[src/rtl/irs_lock_req_pkg.sv]
// Shared types and defaults for the IRS block lock requester.
package irs_lock_req_pkg;

    localparam int unsigned ADDR_W          = 9;
    localparam int unsigned CNT_W           = 7;
    localparam int unsigned DEPTH_DEF       = 16;
    localparam int unsigned ACK_TIMEOUT_DEF = 15;

    typedef enum logic [2:0] {
        ST_IDLE,
        ST_LOCK,
        ST_LOCK_WAIT,
        ST_FREE,
        ST_FREE_WAIT
    } lock_state_e;

endpackage

[src/rtl/irs_addr_ring.sv]
// Address ring with three pointers: fr..lk-1 locked, lk..wr-1 waiting for a lock.
// Pointers carry one extra wrap bit so full and empty are distinguishable.
module irs_addr_ring
    import irs_lock_req_pkg::*;
#(
    parameter int unsigned DEPTH = DEPTH_DEF
) (
    input  logic              clk_i,
    input  logic              rst_n_i,
    input  logic              push_i,
    input  logic [ADDR_W-1:0] push_addr_i,
    input  logic              lk_adv_i,
    input  logic              fr_adv_i,
    output logic              full_o,
    output logic              lock_pend_o,
    output logic [CNT_W-1:0]  locked_count_o,
    output logic [ADDR_W-1:0] lk_addr_o,
    output logic [ADDR_W-1:0] fr_addr_o
);

    localparam int unsigned PW = $clog2(DEPTH) + 1;

    logic [ADDR_W-1:0] mem [DEPTH];
    logic [PW-1:0]     wr_q, lk_q, fr_q;
    logic [PW-1:0]     occ, lkd;

    // Storage is cleared too so address outputs read 0 while in reset.
    always_ff @(posedge clk_i or negedge rst_n_i) begin
        if (!rst_n_i) begin
            wr_q <= '0;
            lk_q <= '0;
            fr_q <= '0;
            for (int i = 0; i < DEPTH; i++) mem[i] <= '0;
        end else begin
            if (push_i) begin
                mem[wr_q[PW-2:0]] <= push_addr_i;
                wr_q              <= wr_q + PW'(1);
            end
            if (lk_adv_i) lk_q <= lk_q + PW'(1);
            if (fr_adv_i) fr_q <= fr_q + PW'(1);
        end
    end

    assign occ            = wr_q - fr_q;
    assign lkd            = lk_q - fr_q;
    assign full_o         = (occ == PW'(DEPTH));
    assign lock_pend_o    = (lk_q != wr_q);
    assign locked_count_o = CNT_W'(lkd);
    assign lk_addr_o      = mem[lk_q[PW-2:0]];
    assign fr_addr_o      = mem[fr_q[PW-2:0]];

endmodule

[src/rtl/irs_block_lock_requester.sv]
// Locks triggered IRS blocks and frees them in order as readouts complete.
// Define IRS_LOCK_REQ_TIMEOUT_EN to bound ack waits by ACK_TIMEOUT cycles.
module irs_block_lock_requester
    import irs_lock_req_pkg::*;
#(
    parameter int unsigned DEPTH       = DEPTH_DEF,
    parameter int unsigned ACK_TIMEOUT = ACK_TIMEOUT_DEF
) (
    input  logic              clk_i,
    input  logic              rst_n_i,
    input  logic              trig_i,
    input  logic [ADDR_W-1:0] trig_addr_i,
    output logic              trig_ready_o,
    input  logic              done_i,
    output logic [ADDR_W-1:0] lock_address_o,
    output logic              lock_o,
    output logic              lock_strobe_o,
    input  logic              lock_ack_i,
    output logic [ADDR_W-1:0] free_address_o,
    output logic              free_strobe_o,
    input  logic              free_ack_i,
    output logic              oldest_valid_o,
    output logic [ADDR_W-1:0] oldest_addr_o,
    output logic [CNT_W-1:0]  locked_count_o,
    output logic [2:0]        err_o
);

    logic              rst_meta_n, rst_sync_n;
    lock_state_e       state_q, state_d;
    logic [CNT_W-1:0]  pend_free_q;
    logic [2:0]        err_q;
    logic              full, lock_pend, push, lk_adv, fr_adv, done_acc;
    logic              ack_to, to_err;
    logic [ADDR_W-1:0] lk_addr, fr_addr;

    // Assert asynchronously, release two clocks later.
    always_ff @(posedge clk_i or negedge rst_n_i) begin
        if (!rst_n_i) {rst_sync_n, rst_meta_n} <= 2'b00;
        else          {rst_sync_n, rst_meta_n} <= {rst_meta_n, 1'b1};
    end

    irs_addr_ring #(.DEPTH(DEPTH)) u_ring (
        .clk_i          (clk_i),
        .rst_n_i        (rst_sync_n),
        .push_i         (push),
        .push_addr_i    (trig_addr_i),
        .lk_adv_i       (lk_adv),
        .fr_adv_i       (fr_adv),
        .full_o         (full),
        .lock_pend_o    (lock_pend),
        .locked_count_o (locked_count_o),
        .lk_addr_o      (lk_addr),
        .fr_addr_o      (fr_addr)
    );

    assign trig_ready_o = rst_sync_n & ~full;
    assign push         = trig_i & trig_ready_o;
    assign done_acc     = done_i && (pend_free_q < locked_count_o);

`ifdef IRS_LOCK_REQ_TIMEOUT_EN
    localparam int unsigned TO_W = $clog2(ACK_TIMEOUT + 1);
    logic [TO_W-1:0] tmr_q;
    logic            in_wait, wait_ack;

    assign in_wait  = (state_q == ST_LOCK_WAIT) || (state_q == ST_FREE_WAIT);
    assign wait_ack = ((state_q == ST_LOCK_WAIT) && lock_ack_i) ||
                      ((state_q == ST_FREE_WAIT) && free_ack_i);
    assign ack_to   = in_wait && (tmr_q == TO_W'(ACK_TIMEOUT - 1));
    assign to_err   = ack_to && !wait_ack;

    always_ff @(posedge clk_i or negedge rst_sync_n) begin
        if (!rst_sync_n) tmr_q <= '0;
        else             tmr_q <= in_wait ? tmr_q + TO_W'(1) : '0;
    end
`else
    logic unused_timeout;
    assign unused_timeout = (ACK_TIMEOUT != 0);
    assign ack_to         = 1'b0;
    assign to_err         = 1'b0;
`endif

    always_comb begin
        state_d = state_q;
        lk_adv  = 1'b0;
        fr_adv  = 1'b0;
        unique case (state_q)
            ST_IDLE: begin
                if (lock_pend)                state_d = ST_LOCK;
                else if (pend_free_q != '0)   state_d = ST_FREE;
            end
            ST_LOCK: state_d = ST_LOCK_WAIT;
            ST_LOCK_WAIT: begin
                if (lock_ack_i || ack_to) begin
                    lk_adv  = 1'b1;
                    state_d = ST_IDLE;
                end
            end
            ST_FREE: state_d = ST_FREE_WAIT;
            ST_FREE_WAIT: begin
                if (free_ack_i || ack_to) begin
                    fr_adv  = 1'b1;
                    state_d = ST_IDLE;
                end
            end
            default: state_d = ST_IDLE;
        endcase
    end

    always_ff @(posedge clk_i or negedge rst_sync_n) begin
        if (!rst_sync_n) begin
            state_q     <= ST_IDLE;
            pend_free_q <= '0;
            err_q       <= '0;
        end else begin
            state_q     <= state_d;
            pend_free_q <= pend_free_q + CNT_W'(done_acc) - CNT_W'(fr_adv);
            err_q       <= err_q | {to_err, done_i & ~done_acc, trig_i & ~trig_ready_o};
        end
    end

    assign lock_o         = 1'b1;
    assign lock_strobe_o  = (state_q == ST_LOCK);
    assign free_strobe_o  = (state_q == ST_FREE);
    assign lock_address_o = lk_addr;
    assign free_address_o = fr_addr;
    assign oldest_addr_o  = fr_addr;
    assign oldest_valid_o = (locked_count_o != '0);
    assign err_o          = err_q;

endmodule

[config.mk]
export PLATFORM = sky130hd
export DESIGN_NAME = irs_block_lock_requester
export DESIGN_NICKNAME = d
export VERILOG_FILES = /design/src/rtl/irs_lock_req_pkg.sv /design/src/rtl/irs_addr_ring.sv /design/src/rtl/irs_block_lock_requester.sv
export SDC_FILE = /design/constraint.sdc
export NUM_CORES = 1
export LEC_CHECK = 0
export CORE_ASPECT_RATIO = 1.1
export CORE_MARGIN = 4
export CORE_UTILIZATION = 49
export DETAILED_ROUTE_END_ITERATION = 12
export HOLD_SLACK_MARGIN = 0.02
export PLACE_DENSITY = 0.7
export SKIP_CTS_REPAIR_TIMING = 1
export SYNTH_ARGS = -nofsm -noshare
export SYNTH_HDL_FRONTEND = slang
export SYNTH_SLANG_ARGS = --single-unit
[constraint.sdc]
create_clock -name clk_i -period 5.85 [get_ports clk_i]
set_clock_uncertainty 0.1 [all_clocks]
set_input_delay 1.17 -clock clk_i [delete_from_list [all_inputs] [get_ports clk_i]]
set_output_delay 1.17 -clock clk_i [all_outputs]
set_load 0.005 [all_outputs]
==> flow_summary.yaml <==
run_status:
  status: "complete, no violations"
worst_setup_path:
  cp_common_cell: "buf_4"
  cp_num_cells: 9
  cpPeakStageDelay_ns: 0.64
  cp_top_family: "buffers and inverters"
  path_max_fanout: 40
  reg2reg_slack_ns: 1.50
  end_kind: "output pin"
  timing.rr.start: "u_ring.lk_q[1]"
  worstSetupEndpoint: "trig_ready_o"
  cp_cell_sequence: "buf_4 -> ha_1 -> nor2b_1 -> a21oi_1 -> a2111o_1 -> buf_4 -> nand2_1 -> inv_1 -> clkdlybuf4s50_1"
  setup.worst_path.start: "u_ring.fr_q[0]"
  rr_endpoint: "pend_free_q[6]"
  crit_type: "reg -> out"
  worstRegToRegCells: 19
  crit_buf_inv: 4
  cp-start-kind: "flop"
  cp.required_ns: 4.58
  slowest_stage: "buf_4"
  cp_data_arrival_time_ns: 3.23
cts:
  root_buffer: "clkbuf_16"
  cts_tree: "built"
  cts_max_level: 4
  cts_sinks: 173
  cts_buffer_depth: 2
  worstSkewPairLatency_ns: 0.43
  cts_buffers: 17
  cts.clk_slew.worst_paths_ns: 0.07
routing:
  num_vias: 5842
  wire_per_inst_um: 24.75
  firstDrtPassIters: 4
  drtIter0Drc: 380
  routed_wl_mm: 23.51
  routed_via_density: 6.149
  drc_errors: 0
  ant_nets: 0
timing:
  setup_viol: 0
  tightest_slew_ns: 1.002
  finalCritPeriodShare_pct: 76.92
  finalHoldViolations: 0
  rsz0062_at_grt: "no"
  clock.fmax_mhz: 222.2
  fin_tns_setup_ns: 0
  relSlewSlack_pct: 33.18
  fin_crit_ns: 4.500
  drv_slew: 0
layout:
  area_growth_pct: 12.85
  final_common_cell: "dfrtp_1"
  finalCoreUtilization_pct: 56.88
  layout_common_cells: "dfrtp_1 (170), mux2_2 (142), mux4_2 (81)"
  nFillCells: 1543
  nets: 736
  diodes: 0
  layout-drive-gt1-share_pct: 40.83
floorplan:
  ios: 57
  start_util_pct: 50.40
  core_mm2: 0.01936
  die_area_mm2: 0.02224
  rows: 53
  die_x_um: 142.6
  die_h_um: 156.0
grt:
  grt_antenna_before_repair: 0
  grt.total_usage_pct: 22.38
  grt_pass1_wl_mm: 37.36
  grt_start_max_net_pins: 81
  grt_pass1_vias: 6476
  grt_overflow_total: 0
placed_design:
  port_buffers: 52
  gp_congestion: 0.8243
  hpwl_mm: 14.91
power_and_ir_drop:
  ir_drop_mv: 0.5378
  power_density_mw_per_mm2: 620.0
  p_leak_nw: 4.750
job:
  cap_violations: 0
synth:
  ys_seq_area_share_pct: 44.36
  avgSynthCellArea_um2: 14.88
  ys_types: 41
  syn_area_mm2: 0.009759
  yosys_warnings: 0
  syn_inst: 656
  ys_ff_latch: 173
worst_hold_path:
  holdCritPathClass: "reg -> async"
==> worst min-delay path by stage <==
stage | from | end | slack [ns] | cells past startpoint
6_report | rst_sync_n | u_ring.mem[51] | 0.25 | 0
5_1_grt | rst_meta_n | rst_sync_n | 0.28 | 0
4_1_cts | rst_meta_n | rst_sync_n | 0.26 | 0
3_5_place_dp | rst_meta_n | rst_sync_n | 0.24 | 0
3_3_place_gp | rst_meta_n | rst_sync_n | 0.24 | 0
2_1_floorplan | rst_meta_n | rst_sync_n | 0.23 | 0
==> Yosys cell counts <==
| cell type | number | area [um2] |
|---|---|---|
| a2111o_1 | 1 | 11.26 |
| a211oi_1 | 10 | 75.07 |
| a21boi_0 | 1 | 7.510 |
| a21o_1 | 6 | 45.04 |
| a21oi_1 | 19 | 95.09 |
| and2_0 | 1 | 6.260 |
| and2_1 | 8 | 50.05 |
| and3_1 | 3 | 18.77 |
| buf_1 | 5 | 18.77 |
| buf_2 | 10 | 50.05 |
| buf_4 | 15 | 112.6 |
| buf_6 | 2 | 22.52 |
| clkbuf_1 | 19 | 71.32 |
| conb_1 | 2 | 7.510 |
| dfrtp_1 | 173 | 4329 |
| fa_1 | 2 | 40.04 |
| ha_1 | 29 | 362.9 |
| inv_1 | 26 | 97.59 |
| inv_2 | 1 | 3.750 |
| mux2_1 | 3 | 33.78 |
| mux2_2 | 142 | 1599 |
| mux2i_1 | 9 | 90.09 |
| mux4_2 | 81 | 1824 |
| nand2_1 | 9 | 33.78 |
| nand2b_1 | 1 | 6.260 |
| nand3_1 | 3 | 15.01 |
| nand3_4 | 16 | 280.3 |
| nand4_1 | 5 | 31.28 |
| nor2_1 | 3 | 11.26 |
| nor2b_1 | 1 | 6.260 |
| nor3_1 | 4 | 20.02 |
| nor3_2 | 1 | 10.01 |
| nor3b_1 | 2 | 15.01 |
| nor3b_2 | 2 | 25.02 |
| nor4_1 | 1 | 6.260 |
| nor4b_1 | 1 | 8.760 |
| o211ai_1 | 3 | 22.52 |
| o21ai_0 | 4 | 20.02 |
| o21bai_1 | 4 | 30.03 |
| xnor2_1 | 17 | 148.9 |
| xor2_1 | 11 | 96.34 |
==> stage by stage <==
| step | hold WS, ns | instance area, um2 | setup WS [ns] | power, mW | instances |
|---|---|---|---|---|---|
| 4_1_cts | 0.2572 | 11010 | 1.279 | 6.901 | 950 |
| 2_1_floorplan | 0.2311 | 9772 | 1.459 | 4.509 | 659 |
| 3_5_place_dp | 0.2426 | 10410 | 1.526 | 5.702 | 918 |
| 6_report | 0.2462 | 11010 | 1.350 | 6.828 | 950 |
| 5_1_grt | 0.2800 | 11010 | 1.069 | 7.254 | 950 |
| 3_3_place_gp | 0.2366 | 10410 | 1.710 | 5.566 | 918 |
==> worst reg2reg max path: stages, from the launching register on <==
cell      delay [ns]
dfrtp_1         0.36
buf_4           0.44
ha_1            0.34
a21o_1          0.16
a21oi_1         0.16
xor2_1          0.29
ha_1            0.29
o211ai_1        0.08
a21oi_1         0.06
a211oi_1        0.26
o211ai_1        0.14
ha_1            0.28
inv_1           0.04
ha_1            0.20
fa_1            0.41
a21oi_1         0.15
o21bai_1        0.11
a21oi_1         0.16
o21bai_1        0.09
xnor2_1         0.13
==> area by class of cell <==
cell class | count | area, um2 | share of cell area (%)
well taps | 247 | 309.0 | 2.806
multi-input cells | 408 | 5065 | 45.99
clock buffers | 19 | 432.9 | 3.931
inverters | 27 | 101.3 | 0.9202
flip-flops and latches | 173 | 4335 | 39.37
clock inverters | 13 | 166.4 | 1.511
repair buffers | 63 | 603.1 | 5.476
==> power by group <==
group          internal (mW)  switching [mW]
clock                  0.675           0.484
combinational           2.02            1.52
sequential              1.71           0.420
==> layer usage <==
metal / track usage, % / routed length, um
met2: 37.94 / 12020
met5: 0 / 0
met1: 29.73 / 9588
met4: 6.700 / 377
met3: 3.832 / 1520
==> registers in the layout (all words and copies together), names as in the netlist <==
signal	cells
u_ring.mem	144
pend_free_q	7
rst_meta_n	1
u_ring.wr_q	5
rst_sync_n	1
err_o	2
u_ring.fr_q	5
u_ring.lk_q	5
state_q	3
==> kinds of logic (layout without fill, tap and decap cells) <==
logic type      count (synthesis)  after routing  synth area share [%]
compound gates                 48             48                 3.141
other cells                     2              5               0.07695
flops                         173            173                 44.36
mux                           235            235                 36.35
xor+xnor                       28             28                 2.513
simple gates                   61             61                 5.577
fa+ha+maj                      31             31                 4.128
buf+inv                        78            122                 3.859
(Power assumes the default switching activity.)
